[src/rtl/fifo_wr_arbiter.sv]
// fifo_wr_arbiter
//   Round-robin arbiter sharing the single write port of the asynchronous
//   FIFO between NUM_REQ producers, all in the wclk domain. A requester is
//   granted the port for a burst of up to MAX_BURST words. Every grant is
//   followed by one idle cycle. winc is never asserted while wfull is high
//   or while wrst is high.
//
//   Parameters: NUM_REQ (2..8), DATA_WIDTH, MAX_BURST (1..16).
//   Ports:
//     wclk      - write-domain clock
//     wrst      - synchronous active-high reset
//     req       - per-requester level request
//     req_data  - requester i word on [i*DATA_WIDTH +: DATA_WIDTH]
//     wfull     - FIFO full flag
//     gnt       - registered one-hot grant (zero when idle)
//     ack       - one-hot strobe, word of that requester accepted this cycle
//     winc      - FIFO write enable
//     wdata     - FIFO write data (owner's slice while writing, else zero)
//     busy      - high while a grant is active (BURST state)
//     stall_cnt - cycles where the owner wanted to write but the FIFO was full
//
//   Optional build macro FIFO_WR_ARB_STATS_EN: enables the saturating
//   stall_cnt counter. Without it, stall_cnt is tied to zero.
module fifo_wr_arbiter #(
    parameter int NUM_REQ    = 4,
    parameter int DATA_WIDTH = 8,
    parameter int MAX_BURST  = 4
) (
    input  logic                          wclk,
    input  logic                          wrst,
    input  logic [NUM_REQ-1:0]            req,
    input  logic [NUM_REQ*DATA_WIDTH-1:0] req_data,
    input  logic                          wfull,
    output logic [NUM_REQ-1:0]            gnt,
    output logic [NUM_REQ-1:0]            ack,
    output logic                          winc,
    output logic [DATA_WIDTH-1:0]         wdata,
    output logic                          busy,
    output logic [15:0]                   stall_cnt
);

    localparam int OW = $clog2(NUM_REQ);
    localparam int BW = $clog2(MAX_BURST + 1);
    localparam logic [BW-1:0] BCNT_LAST = BW'(MAX_BURST - 1);
    localparam logic [OW-1:0] LAST_RST  = OW'(NUM_REQ - 1);
    localparam logic [OW:0]   NUM_REQ_W = (OW + 1)'(NUM_REQ);

    typedef enum logic {ST_IDLE, ST_BURST} state_t;

    state_t              state_reg;
    logic [OW-1:0]       owner_reg;
    logic [OW-1:0]       last_reg;
    logic [BW-1:0]       bcnt_reg;
    logic [NUM_REQ-1:0]  gnt_reg;

    logic [DATA_WIDTH-1:0] slice [NUM_REQ];
    logic [NUM_REQ-1:0]    owner_onehot;
    logic                  owner_req;

    genvar gi;
    generate
        for (gi = 0; gi < NUM_REQ; gi++) begin : g_req
            assign slice[gi]        = req_data[gi*DATA_WIDTH +: DATA_WIDTH];
            assign owner_onehot[gi] = (owner_reg == OW'(gi));
        end
    endgenerate

    assign owner_req = req[owner_reg];
    assign busy      = (state_reg == ST_BURST);
    // wrst gating keeps the FIFO from seeing a write in the reset cycle,
    // since state only clears at the edge that ends that cycle.
    assign winc      = busy & owner_req & ~wfull & ~wrst;
    assign ack       = winc ? owner_onehot : '0;
    assign wdata     = winc ? slice[owner_reg] : '0;
    assign gnt       = gnt_reg;

    // Round-robin pick: rotate req so that index last+1 lands at bit 0,
    // find the lowest set bit, then map the offset back to an absolute index.
    logic [OW:0]          base;
    logic [2*NUM_REQ-1:0] req_rot_wide;
    logic [NUM_REQ-1:0]   req_rot;
    logic [OW:0]          offset;
    logic [OW:0]          pick_sum;
    logic [OW-1:0]        pick;

    always_comb begin
        base         = {1'b0, last_reg} + (OW + 1)'(1);
        req_rot_wide = {req, req} >> base;
        req_rot      = req_rot_wide[NUM_REQ-1:0];
        offset       = '0;
        for (int k = NUM_REQ - 1; k >= 0; k--) begin
            if (req_rot[k]) begin
                offset = (OW + 1)'(k);
            end
        end
        pick_sum = base + offset;
        if (pick_sum >= NUM_REQ_W) begin
            pick_sum = pick_sum - NUM_REQ_W;
        end
        pick = pick_sum[OW-1:0];
    end

    always_ff @(posedge wclk) begin
        if (wrst) begin
            state_reg <= ST_IDLE;
            owner_reg <= '0;
            last_reg  <= LAST_RST;
            bcnt_reg  <= '0;
            gnt_reg   <= '0;
        end else begin
            case (state_reg)
                ST_IDLE: begin
                    if (|req) begin
                        owner_reg <= pick;
                        last_reg  <= pick;
                        gnt_reg   <= NUM_REQ'(1) << pick;
                        bcnt_reg  <= '0;
                        state_reg <= ST_BURST;
                    end
                end
                ST_BURST: begin
                    if (!owner_req) begin
                        // Owner withdrew: end the burst without a transfer.
                        state_reg <= ST_IDLE;
                        gnt_reg   <= '0;
                        bcnt_reg  <= '0;
                    end else if (!wfull) begin
                        if (bcnt_reg == BCNT_LAST) begin
                            state_reg <= ST_IDLE;
                            gnt_reg   <= '0;
                            bcnt_reg  <= '0;
                        end else begin
                            bcnt_reg <= bcnt_reg + BW'(1);
                        end
                    end
                    // wfull with owner still requesting: hold everything.
                end
                default: begin
                    state_reg <= ST_IDLE;
                    gnt_reg   <= '0;
                end
            endcase
        end
    end

`ifdef FIFO_WR_ARB_STATS_EN
    logic [15:0] stall_cnt_reg;

    always_ff @(posedge wclk) begin
        if (wrst) begin
            stall_cnt_reg <= '0;
        end else if (busy && owner_req && wfull && (stall_cnt_reg != 16'hFFFF)) begin
            stall_cnt_reg <= stall_cnt_reg + 16'd1;
        end
    end

    assign stall_cnt = stall_cnt_reg;
`else
    assign stall_cnt = 16'h0000;
`endif

endmodule

[config.mk]
export PLATFORM = sky130hd
export DESIGN_NAME = fifo_wr_arbiter
export DESIGN_NICKNAME = d
export VERILOG_FILES = /design/src/rtl/fifo_wr_arbiter.sv
export SDC_FILE = /design/constraint.sdc
export NUM_CORES = 1
export LEC_CHECK = 0
export CELL_PAD_IN_SITES_DETAIL_PLACEMENT = 0
export CELL_PAD_IN_SITES_GLOBAL_PLACEMENT = 1
export CORE_MARGIN = 5
export CORE_UTILIZATION = 23
export DETAILED_ROUTE_END_ITERATION = 6
export PLACE_DENSITY_LB_ADDON = 0.1
export SYNTH_ARGS = -nofsm -noshare
export SYNTH_HDL_FRONTEND = slang
export SYNTH_SLANG_ARGS = --single-unit
[constraint.sdc]
create_clock -name wclk -period 2.1 [get_ports wclk]
set_input_delay 0.21 -clock wclk [delete_from_list [all_inputs] [get_ports wclk]]
set_output_delay 0.21 -clock wclk [all_outputs]
set_load 0.01 [all_outputs]
## Yosys cells after proc, flatten, opt, wreduce, memory -nomap -nowiden

Index checks and enable logic that the tools add are counted.

- Shifts and indexed selects: 2
- Order comparisons: 3
- Add/sub/neg operators: 4
- Multipliers: 0
- Reduce and logical (&&, ||, !) cells: 5
- Eq/ne operators: 7
- Multiplexer cells: 27
- Bitwise logic cells: 7
- Divide/modulo/power cells: 0

Operator list:

| kind | count |
|---|---|
| 2-to-1 mux 8 bit | 3 |
| 2-to-1 mux 4 bit | 5 |
| 2-to-1 mux 3 bit | 6 |
| binary-select mux 8 bit (select 2 bit) | 1 |
| case mux 4 bit (2 select lines) | 1 |
| >> shifter 8 x 3 -> 4 bit | 1 |
| >= comparator 3 bit, second input constant | 2 |
| 2-to-1 mux 2 bit | 3 |
| case mux 3 bit (2 select lines) | 1 |
| 2-to-1 mux 1 bit | 5 |
| equality test 2 bit, second input constant | 2 |
| AND reduction 2 bit | 2 |
| OR reduction 4 bit | 1 |
| left shift 1 x 2 -> 4 bit, first input constant | 1 |
| adder 2 x 1 -> 3 bit, second input constant | 1 |
| adder 3 x 1 -> 3 bit, second input constant | 1 |
| adder 3 bit | 1 |
| bitwise AND 1 bit | 3 |
| equality test 3 x 2 -> 1 bit, second input constant | 1 |
| less-than comparator 2 x 3 -> 1 bit, second input constant | 1 |
| != test 3 x 2 -> 1 bit, second input constant | 1 |
| != test 3 bit, second input constant | 1 |
| inverter 1 bit | 3 |
| inverter 2 -> 3 bit | 1 |
| other kinds (7) | 7 |

- Register bits after elaboration: 12
- Bits in read-only memories: 0
- Output and inout port bits: 34
- Memories: 0
- RAM bits: 0
- Input port bits: 39
- Logic and storage cells: 60
- Latch bits: 0

## Depth between registers and ports, before layout

- Depth after elaboration: 12
- Mapped depth: 10
- Depth with buffers taken out: 9

## Worst setup path before layout

Ideal clock, no wire load.

- Path kind: register to register
- Start: register last_reg[0]
- End: register gnt_reg[2] (netlist: gnt[2])
- Data arrival time: 1.957 ns
- Data required time: 1.986 ns
- Library setup time: 0.114 ns
- Period minus slack after synthesis: 2.071 ns
- Path buffers: 1
- Stages on the path, launching flop included: 9
- Slack: 0.029 ns
- Cells stage by stage: dfxtp_1 -> clkbuf_1 -> nor2_1 -> a221oi_1 -> a21oi_1 -> a211oi_1 -> ha_1 -> xor2_1 -> a2bb2o_4

- Cells in the longest elaborated chain, start to end: 12
- Elaborated cells between the ends (all ways): 13
- Classes of those cells: add/sub (3); order compare (1); shift (2); mux (7)

Ends and longest elaborated chain:

| item | RTL line | RTL |
|---|---|---|
| from (decl) | 52 | `logic [OW-1:0] last_reg;` |
| from (signal assigned) | 115 | `last_reg <= pick;` |
| adder 2 x 1 -> 3 bit (*) | 87 | `base = {1'b0, last_reg} + (OW + 1)'(1);` |
| >> shifter 8 x 3 -> 4 bit | 88 | `req_rot_wide = {req, req} >> base;` |
| 2-to-1 mux 2 bit (2 in series) | 92 | `if (req_rot[k]) begin` |
| 2-to-1 mux 3 bit (2 in series) | 92 |  |
| adder 3 bit (*) | 96 | `pick_sum = base + offset;` |
| >= comparator 3 bit / subtractor 2 x 1 -> 2 bit (equally long branches) | 97, 98 |  |
| 2-to-1 mux 2 bit (*) | 97 | `if (pick_sum >= NUM_REQ_W) begin` |
| left shift 1 x 2 -> 4 bit (*) | 116 | `gnt_reg <= NUM_REQ'(1) << pick;` |
| 2-to-1 mux 4 bit (*) | 113 | `if (\|req) begin` |
| case mux 4 bit (2 select lines) (*) | 111 | `case (state_reg)` |
| to (signal assigned) | 116 |  |
| to (decl) | 54 | `logic [NUM_REQ-1:0] gnt_reg;` |

Every way passes the cells marked *; elsewhere a longest branch is shown, timed or not. The select of a mux whose other input is x is not followed.
A chain may end at the register's enable or synchronous reset.

## Final worst setup path

- Start: register owner_reg[0]
- End: output port wdata[6]

- Cells in the longest elaborated chain, start to end: 6
- Elaborated cells between the ends (all ways): 10
- Classes of those cells: mux (6); bitwise (4)

Ends and longest elaborated chain:

| item | RTL line | RTL |
|---|---|---|
| from (decl) | 51 | `logic [OW-1:0] owner_reg;` |
| from (signal assigned) | 114 | `owner_reg <= pick;` |
| binary-select mux 1 bit (select 2 bit) | 68 | `assign owner_req = req[owner_reg];` |
| 2-to-1 mux 1 bit (not written as such) | 68 |  |
| bitwise AND 1 bit (3 in series) | 72 | `assign winc = busy & owner_req & ~wfull & ~wrst;` |
| 2-to-1 mux 8 bit (*) | 74 | `assign wdata = winc ? slice[owner_reg] : '0;` |
| to (decl) | 37 | `output logic [DATA_WIDTH-1:0] wdata,` |

Marks and branches as above.

==> flow_summary_export.csv <==
group,metric,value,unit
outcome,status,"finished, final reports clean",
clock_network,ctsLongestPathBuffers,2,
worst_setup_path,critical_path_class,"reg -> out",
die,fp-row-count,26,
drt,drtPass1Iterations,4,
synthesis,synth_cell_types,43,
timing,fin_crit_sh,0.960,
synthesis,yosys.area.top_type,"dfxtp_1",
worst_setup_path,worstPathRequired,1890,ps
job,drv_cap,0,
die,core-area,5110,um2
placed_design,gp_congestion,0.773,
placed_design,port_buffers,56,
timing,hold_ws,472,ps
pwr,p_leak,0.000867,uW
synthesis,yosys_warnings,0,
drt,wire_per_inst,13.5,um
clock_network,cts_made_buffers,3,
pwr,cellInternalPower,957,uW
drt,drc,0,
finish,drive_gt1_frac,0.237,
placed_design,placedInstanceArea,1900,um2
global_routing,grt_pass1_vias,1179,
synthesis,synth_seq_area_share,0.199,
die,die_h,82.5,um
timing,finalHoldViolCount,0,
synthesis,synth_area_per_cell,8.88,um2
synthesis,ys_async_sr_fraction,0,
pwr,clockPowerShare,0.176,
drt,detail-route-antenna-nets,0,
synthesis,synth_top_area_share,0.199,
worst_setup_path,cp_cell_sequence,"mux4_2 -> and2_4 -> buf_6 -> and3_1 -> clkdlybuf4s15_1",
drt,num_vias,1254,
timing,period_needed,2020,ps
synthesis,synthFlopType,"dfxtp_1",
finish,num-fill-cells,525,
die,io_pins,73,
timing,setup_violations,0,
finish,multi_input_area,842,um2
worst_setup_path,crit_fanout,12,
synthesis,synth_edf_count,0,
global_routing,globalRouteMet3Util,0.0293,
finish,regArea,241,um2
clock_network,hold_buffers,0,
timing,setup_tns,0,ps
timing,report.final.slew_viol_count,0,
timing,grt_setup_unrepaired,"no",
global_routing,met1_usage,0.127,
clock_network,clkTransAtPathRegs,60,ps
clock_network,clock_sinks,12,
finish,final_cells,277,
worst_setup_path,r2r_cells,9,
clock_network,htree_levels,1,
worst_setup_path,cp-start-kind,"flop",
pwr,irDropWorstVdd,0.000560,V
pwr,power_density,748,nW/um2
synthesis,syn_inst,136,
min_path,hp-class,"reg -> reg",
die,die_w,82.5,um
clock_network,cts_setup_buffers,0,
clock_network,clock_latency,240,ps
finish,largest_reg_flops,4,
synthesis,ys_ff_latch,12,
worst_setup_path,arrival,1810,ps
clock_network,root_buffer,"clkbuf_8",
finish,fin_util,0.382,
global_routing,antenna_found_initial,0,
pwr,p_seq_frac,0.229,
global_routing,gr-usage-met2,0.178,
worst_setup_path,worst-path-buf-inv,2,
min_path,holdPathStages,1,
die,die_area,6800,um2
synthesis,netlist_area,1210,um2
finish,antenna_cells,0,
pwr,power_frac_comb,0.595,
finish,fin_nets,250,
global_routing,grt_usage,0.106,
synthesis,synth.area.top_cells,"dfxtp_1 (20%), mux4_2 (11%), buf_4 (9.9%), mux4_1 (6.5%), and3_1 (4.7%)",
global_routing,overflow,0,
timing,finalClockSkew,4.71,ps
worst_setup_path,cp_num_cells,5,
drt,first_iter_violations,44,
global_routing,grt_max_degree,14,
placed_design,place_hpwl,3050,um
worst_setup_path,worst_path_max_delay_cell,"mux4_2",
worst_setup_path,cp-end-kind,"output port",
finish,areaGrowthSynthToFinish,61.7,%
global_routing,grt_first_pass_wirelength,5580,um
clock_network,cts_tree,"yes",
drt,via_per_inst,4.53,
die,start_util,0.236,
finish,postLayoutCellArea,1950,um2
placed_design,placedCellCount,273,
timing,timing.fmax,496,MHz
pwr,switching_share,0.344,
worst_setup_path,critPathMaxStageDelay,510,ps
worst_setup_path,path_delay_family,"multiplexers",
pwr,p_sw,503,uW
drt,drt_wl_total,3730,um
global_routing,busiest_layer,"met2",
## final timing paths
kind	from	to	slack, ps
setup / recovery	owner_reg[0]	wdata[6]	80
hold / removal	gnt[3]	gnt[3]	470
setup reg to reg	last_reg[0]	gnt[1]	150
hold reg to reg	gnt[3]	gnt[3]	470
## timing repair
item                                    CTS  global route
endpoints found under the hold margin     0             0
resized for setup                        25            13
endpoints found under the setup margin   15            10
## cells in the mapped netlist (2+ instances only)
| cell type | number |
|---|---|
| a211oi_1 | 2 |
| dfxtp_1 | 12 |
| nor3b_1 | 2 |
| nor2b_1 | 2 |
| nor3_1 | 4 |
| a21o_1 | 2 |
| mux4_2 | 6 |
| buf_6 | 2 |
| a21oi_1 | 6 |
| a22oi_1 | 2 |
| and3_1 | 9 |
| nand2b_1 | 3 |
| a32o_1 | 2 |
| a32oi_1 | 2 |
| nor2_1 | 15 |
| clkbuf_1 | 3 |
| mux2i_1 | 2 |
| buf_2 | 5 |
| mux4_1 | 3 |
| ha_1 | 3 |
| o21ai_0 | 4 |
| inv_1 | 5 |
| buf_4 | 16 |
| nand2_1 | 5 |
## power groups by stage
stage	sequential [uW]	clock (uW)	combinational, uW
5_1_grt	344	281	956
4_1_cts	331	270	863
6_report	334	257	869
3_3_place_gp	337	0	847
3_5_place_dp	332	0	861
2_1_floorplan	330	0	536
## stage by stage
step	worst slack, ps	power (uW)
3_5_place_dp	-288	1190
3_3_place_gp	-286	1180
2_1_floorplan	29.0	866
6_report	84.5	1460
4_1_cts	1.03	1460
5_1_grt	2.37	1580
## routing by layer
metal / share of wire / wire, um
met1: 0.43 / 1600
met3: 0.12 / 466
met5: 0 / 0
met2: 0.43 / 1620
met4: 0.011 / 41
## layout make-up
cell class	instances	area share
clock buffer	4	0.0282
inverter	5	0.00962
multi-input combinational	108	0.431
sequential	12	0.124
tap	70	0.0449
timing repair buffer	78	0.362
## worst register-to-register path: cells and delay by family, from the launching register on
family / cells / cell delay (ps)
DFF: 1 / 340
and+or+nand+nor: 1 / 170
buffers and inverters: 2 / 280
adders and majority gates: 1 / 240
xor gates and xnor gates: 1 / 70
AOI/OAI and AO/OA: 4 / 740
## cell families (layout without fill, tap and decap cells)
kind of cell / after synthesis / in the layout / synth area share
AOI/OAI and AO/OA: 32 / 32 / 0.202
muxes: 11 / 11 / 0.194
and+or+nand+nor: 45 / 45 / 0.200
DFF: 12 / 12 / 0.199
adders and majority gates: 3 / 3 / 0.0311
xor gates and xnor gates: 1 / 1 / 0.00726
buffers and inverters: 31 / 87 / 0.164
other: 1 / 16 / 0.00311
## cell usage in the layout, fill, tap and decap left out, types with 5 or more instances in the layout
master	synthesis	final
clkdlybuf4s50_1	0	39
inv_1	5	5
mux4_2	6	6
dfxtp_1	12	11
clkdlybuf4s15_1	0	5
nor2_1	15	15
dlygate4sd2_1	0	8
and3_1	9	9
buf_4	16	20
conb_1	1	16
a21oi_1	6	6
(Power assumes the default switching activity.)
